===== config.mk =====
export PLATFORM = sky130hd
export DESIGN_NAME = ifetch_ctrl
export DESIGN_NICKNAME = d
export VERILOG_FILES = /design/src/rtl/ifetch_ctrl.sv
export SDC_FILE = /design/constraint.sdc
export NUM_CORES = 1
export LEC_CHECK = 0
export CORE_MARGIN = 10
export CORE_UTILIZATION = 41
export DETAILED_ROUTE_END_ITERATION = 8
export PLACE_DENSITY = 0.74
export SLEW_MARGIN = 25
export SYNTH_ARGS = -nofsm -noshare
export SYNTH_HDL_FRONTEND = slang
export SYNTH_SLANG_ARGS = --single-unit

===== constraint.sdc =====
create_clock -name clk -period 2.7 [get_ports clk]
set_clock_uncertainty 0.15 [all_clocks]
set_input_delay 0.54 -clock clk [delete_from_list [all_inputs] [get_ports clk]]
set_output_delay 0.54 -clock clk [all_outputs]
set_load 0.005 [all_outputs]

===== src/rtl/ifetch_ctrl.sv =====
// Instruction-fetch sequencer: drives the I_memory address and captures each returned word.
// It hands the word to decode over valid/ready and handles redirects, HALT and fetch counting.
module ifetch_ctrl #(
   parameter int         MEM_SPACE = 8,
   parameter int         ISIZE     = 32,
   parameter logic [3:0] HALT_OP   = 4'hF
) (
   input  logic                 clk,
   input  logic                 rst,
   input  logic                 start,
   input  logic [MEM_SPACE-1:0] start_addr,
   output logic [MEM_SPACE-1:0] mem_addr,
   input  logic [ISIZE-1:0]     mem_data,
   output logic [ISIZE-1:0]     inst,
   output logic [MEM_SPACE-1:0] inst_pc,
   output logic                 inst_valid,
   input  logic                 inst_ready,
   input  logic                 redirect_valid,
   input  logic [MEM_SPACE-1:0] redirect_addr,
   output logic                 busy,
   output logic                 done,
   output logic [15:0]          fetch_cnt
);

   typedef enum logic [2:0] {
      S_IDLE    = 3'd0,
      S_FETCH   = 3'd1,
      S_CAPTURE = 3'd2,
      S_HOLD    = 3'd3,
      S_DONE    = 3'd4
   } state_t;

   state_t               state_q;
   logic [MEM_SPACE-1:0] pc_q;
   logic [ISIZE-1:0]     inst_q;
   logic [MEM_SPACE-1:0] inst_pc_q;
   logic                 inst_valid_q;
   logic                 busy_q;
   logic                 done_q;
   logic [15:0]          fetch_cnt_q;

   logic                 handshake_d;
   logic                 is_halt_d;
   logic [15:0]          fetch_cnt_d;
   logic [MEM_SPACE-1:0] pc_inc_d;

   assign handshake_d = inst_valid_q && inst_ready;
   assign is_halt_d   = (inst_q[ISIZE-1 -: 4] == HALT_OP);
   assign fetch_cnt_d = (fetch_cnt_q == 16'hFFFF) ? fetch_cnt_q : fetch_cnt_q + 16'd1;
   assign pc_inc_d    = pc_q + MEM_SPACE'(1);

   always_ff @(posedge clk) begin
      if (rst) begin
         state_q      <= S_IDLE;
         pc_q         <= '0;
         inst_q       <= '0;
         inst_pc_q    <= '0;
         inst_valid_q <= 1'b0;
         busy_q       <= 1'b0;
         done_q       <= 1'b0;
         fetch_cnt_q  <= '0;
      end else begin
         case (state_q)
            S_IDLE, S_DONE: begin
               if (start) begin
                  pc_q        <= start_addr;
                  fetch_cnt_q <= '0;
                  busy_q      <= 1'b1;
                  done_q      <= 1'b0;
                  state_q     <= S_FETCH;
               end
            end
            S_FETCH: begin
               // A redirect here simply re-presents the new address for another cycle.
               if (redirect_valid) begin
                  pc_q    <= redirect_addr;
                  state_q <= S_FETCH;
               end else begin
                  state_q <= S_CAPTURE;
               end
            end
            S_CAPTURE: begin
               if (redirect_valid) begin
                  pc_q    <= redirect_addr;
                  state_q <= S_FETCH;
               end else begin
                  inst_q       <= mem_data;
                  inst_pc_q    <= pc_q;
                  inst_valid_q <= 1'b1;
                  pc_q         <= pc_inc_d;
                  state_q      <= S_HOLD;
               end
            end
            S_HOLD: begin
               if (handshake_d) begin
                  // An accepted HALT ends fetching even if a redirect arrives with it.
                  fetch_cnt_q  <= fetch_cnt_d;
                  inst_valid_q <= 1'b0;
                  if (is_halt_d) begin
                     busy_q  <= 1'b0;
                     done_q  <= 1'b1;
                     state_q <= S_DONE;
                  end else begin
                     if (redirect_valid) begin
                        pc_q <= redirect_addr;
                     end
                     state_q <= S_FETCH;
                  end
               end else if (redirect_valid) begin
                  pc_q         <= redirect_addr;
                  inst_valid_q <= 1'b0;
                  state_q      <= S_FETCH;
               end
            end
            default: begin
               state_q <= S_IDLE;
            end
         endcase
      end
   end

   assign mem_addr   = pc_q;
   assign inst       = inst_q;
   assign inst_pc    = inst_pc_q;
   assign inst_valid = inst_valid_q;
   assign busy       = busy_q;
   assign done       = done_q;
   assign fetch_cnt  = fetch_cnt_q;

endmodule


**Word-level counts from Yosys, hierarchy flattened**

Index checks and enable logic that the tools add are counted.

- Output and inout port bits: 67
- Register bits after elaboration: 70
- Word-level logic and storage cells: 65
- Bits of input ports: 53

- Add/sub/neg operators: 2
- Multiplexer cells: 29
- Bitwise operators: 1
- Reductions and logical operators: 12
- Equal/unequal tests: 13

Operators by type and width:

| cell | number |
|---|---|
| two-way mux 16 bit | 3 |
| two-way mux 8 bit | 5 |
| one-hot mux 16 bit (2 select lines) | 1 |
| one-hot mux 8 bit (4 select lines) | 1 |
| adder 16 x 1 -> 16 bit, second input constant | 1 |
| equality test 16 bit, second input constant | 1 |
| two-way mux 3 bit | 4 |
| one-hot mux 3 bit (4 select lines) | 1 |
| inequality test 2 bit, second input constant | 5 |
| two-way mux 1 bit | 9 |
| adder 8 x 1 -> 8 bit, second input constant | 1 |
| AND reduction 4 bit | 2 |
| equality test 3 x 2 -> 1 bit, second input constant | 2 |
| inequality test 3 bit, second input constant | 2 |
| one-hot mux 1 bit (2 select lines) | 3 |
| AND reduction 3 bit | 2 |
| equality test 4 bit, second input constant | 1 |
| two-way mux 2 bit | 2 |
| AND reduction 2 bit | 2 |
| nonzero test 2 bit | 2 |
| nonzero test 4 bit | 1 |
| equality test 3 x 1 -> 1 bit, second input constant | 1 |
| equality test 3 bit, second input constant | 1 |
| zero test 3 bit | 1 |
| other kinds (3) | 3 |

**Depth between registers and ports, before layout**

- Depth in word-level cells: 4
- Mapped depth: 6
- Gate-level depth less buffers: 5

**Worst setup path before layout**

Ideal clock, no wire load.

- Kind: input port to flip-flop
- From: input redirect_valid
- To: register pc_q[7] (netlist: mem_addr[7])
- Path slack: 0.740 ns
- Path buffers: 2
- Required time: 2.458 ns
- Arrival time: 1.718 ns
- Cell stages on the path: 6
- Path through: buf_2 -> or4b_1 -> buf_2 -> nor4_1 -> nor3_1 -> o32ai_1

- Longest elaborated chain between the ends: 4

Ends and longest elaborated chain:

| what | RTL line | RTL |
|---|---|---|
| start, declared | 18 | `input logic redirect_valid,` |
| two-way mux 8 bit (3 in series) | - |  |
| one-hot mux 8 bit (4 select lines) (*) | 63 | `case (state_q)` |
| end signal, assigned | 66 | `pc_q <= start_addr;` |
| end signal, assigned | 76 | `pc_q <= redirect_addr;` |
| end signal, assigned | 84 | `pc_q <= redirect_addr;` |
| end, declared | 34 | `logic [MEM_SPACE-1:0] pc_q;` |

Every way passes the cells marked *; elsewhere a longest branch is shown, timed or not. The select of a mux whose other input is x is not followed.
A chain may end at the register's enable or synchronous reset.

**Worst setup path after layout**

- From: register state_q[1]
- To: register pc_q[7] (netlist: mem_addr[7])

- Longest elaborated chain between the ends: 4

Ends and longest elaborated chain:

| what | RTL line | RTL |
|---|---|---|
| start, declared | 33 | `state_t state_q;` |
| start signal, assigned | 54 | `state_q <= S_IDLE;` |
| start signal, assigned | 70 | `state_q <= S_FETCH;` |
| start signal, assigned | 77 | `state_q <= S_FETCH;` |
| equality test 3 bit or zero test 3 bit (tied branches) | 63 |  |
| OR reduction 2 bit | 63 |  |
| nonzero test 4 bit (no source line) or inequality test 2 bit (tied branches) | - |  |
| AND reduction 3 bit (no source line) | - |  |

Parallel ways exist; a longest one is shown, timed or not.

==> impl_results.md <==
- TritonCTS Buffers: 9
- # H-tree levels: 3
- DP HPWL: 7.57 mm
- Fin. Hold Viols: 0
- Run status: completed
- Layout Nets: 567
- Cells resized by post-CTS repair: 0
- Total GRT Usage: 16.5%
- Finished Layout Cells: 619
- Final Setup Violations: 0
- Crit Path Max Fanout: 15
- Tightest Pin Transition: 0.605 ns
- Post-CTS Setup Bufs: 0
- Inst Count DP: 603
- Antenna violations before repair: 0
- Synth area leader: dfxtp_1
- Most frequent cells in the layout: clkdlybuf4s50_1 (118), nand2_1 (101), dfxtp_1 (70), a21oi_1 (48), buf_4 (12)
- Vias per cell: 5.33
- Setup CP Type: flip-flop to flip-flop
- DR pass1 iterations: 4
- Remaining DRCs: 0
- Fraction of layout cells with a size suffix above 1: 8.70%
- Rows: 32
- Overall Power: 2.41 mW
- Die H: 110 um
- Unrepaired setup endpoints after global routing: no
- Core region area: 7810 um2
- Antenna fix cells: 0
- Iteration-0 DRC Markers: 131
- Synth cell types: 58
- CTS Root Cell: clkbuf_8
- Vias in the first global route: 3291
- Die Wd: 110 um
- Synth Register Bits: 70
- Die ar.: 12100 um2
- Number of enable flip-flop cells after synthesis: 0
- CP endpoint kind: flip-flop
- Clk_lat worst skew: 0.35 ns
- Final setup margin: 0.497 ns
- Vias post-DR: 3302
- Ports: 120
- Slew margin rel.: 59.6%
- CTS tree: built
- Worst slack, placed: 0.213 ns
- Routed len/inst: 16.3 um
- CTS max path bufs: 2
- Most common cell after layout, fill and taps aside: clkdlybuf4s50_1
- Synth async-reset ratio: 0%
- Final Max Slew Viols: 0
- FMAX: 454 MHz
- Leak: 1.60 nW
- Commonest register cell after synthesis: dfxtp_1
- Yosys top cell area share: 42.2%
- Setup_tns: 0 ns
- Post-layout min period: 2.20 ns
- Final ANT Viol Nets: 0
- Register area share after synthesis: 42.2%
- Pin count of the biggest net entering global routing: 29
- # clock sinks: 70
- Routed Wire Length: 10.1 mm
- PortBufs: 119
- Initial Util: 42.5%
- Cell area power density: 506 nW/um2
- Worst Setup Start Kind: flip-flop
- WP data arrival: 2.31 ns
- Required time worst endpoint: 2.80 ns
- Avg Inst Size Synth: 8.28 um2
- Number of max-cap violations: 0
- Clock-pin slew on the worst setup and hold paths: 0.08 ns
- Period utilisation layout: 81.6%
- Synth warnings: 0
- Cell count after synthesis: 401
- Total grt overflow: 0
- Worst Hold Class: flip-flop to flip-flop
- First-pass GRT wire length: 16.1 mm
- Placer Congestion: 0.826
- Post-Synthesis Cell Area: 3320 um2
- Top post-synthesis cells by area: dfxtp_1 (42%), nand2_1 (11%), a21oi_1 (7.2%)
- Post-CTS Hold Buffers: 0
- Peak supply drop: 0.000313 V
- Final Core Density: 61.1%
- Layout area overhead: 43.8%
- Synthesized Nets: 456
## worst max-delay path, cell delays in order (launching register included)
cell	delay (ns)
dfxtp_1	0.68
or4b_1	0.73
nor4_1	0.35
nor3_1	0.08
o32ai_1	0.12
## stage by stage
stage | area (um2) | hold WS, ns
2_1_floorplan | 3320 | 0.303
3_3_place_gp | 4570 | 0.292
3_5_place_dp | 4570 | 0.297
4_1_cts | 4770 | 0.306
5_1_grt | 4770 | 0.330
6_report | 4770 | 0.305
## worst paths after layout
path / start / to / slack [ns] / depth (start not counted)
max: state_q[1] / mem_addr[7] / 0.50 / 4
min: inst[0] / inst[0] / 0.31 / 2
max reg2reg: state_q[1] / mem_addr[7] / 0.50 / 4
min reg2reg: inst[0] / inst[0] / 0.31 / 2
## area by class of cell
class / instances / area [um2]
Clock buffer: 10 / 138
Clock inverter: 6 / 61.3
Fill cell: 704 / 3030
Inverter: 7 / 26.3
Multi-Input combinational cell: 293 / 1740
Sequential cell: 70 / 1400
Tap cell: 102 / 128
Timing Repair Buffer: 131 / 1280
## synthesized netlist by cell type (all sizes together), types with 4 or more instances
cell,count
a211oi,9
a21oi,49
a221oi,4
and4,5
buf,14
clkbuf,17
dfxtp,70
inv,7
mux2i,10
nand2,101
nand3,11
nand4,9
nor2,10
nor3,5
nor4,8
o211a,4
o21ai,7
o31ai,4
or3,11
## where the power goes
| part | total [mW] | internal, mW | switching, mW |
|---|---|---|---|
| combinational | 0.431 | 0.230 | 0.200 |
| sequential | 1.14 | 1.07 | 0.0672 |
| clock | 0.844 | 0.448 | 0.395 |
## cell families (layout without fill, tap and decap cells)
kind of cell	count (synthesis)	in the layout	share of synthesized area (%)
compound gates	100	100	20.7
xor+xnor	3	3	0.792
fa+ha+maj	2	2	0.754
buf+inv	38	154	5.54
flops	70	70	42.2
mux	10	10	3.02
simple gates	178	178	27.0
## layer usage
metal	GRT usage (%)	part of all wire, %	up-vias
met5	0	0	-
met2	25.5	45	106
met3	7.20	11	14
met4	6.13	1.6	0
li1	-	-	1665
met1	19.8	42	1517
## registers in the layout, summed over array words and instances (netlist names)
name / count
inst: 32
fetch_cnt: 16
inst_pc: 8
mem_addr: 8
state_q: 3
busy: 1
done: 1
inst_valid: 1
Power figures use the tool's default switching activity.
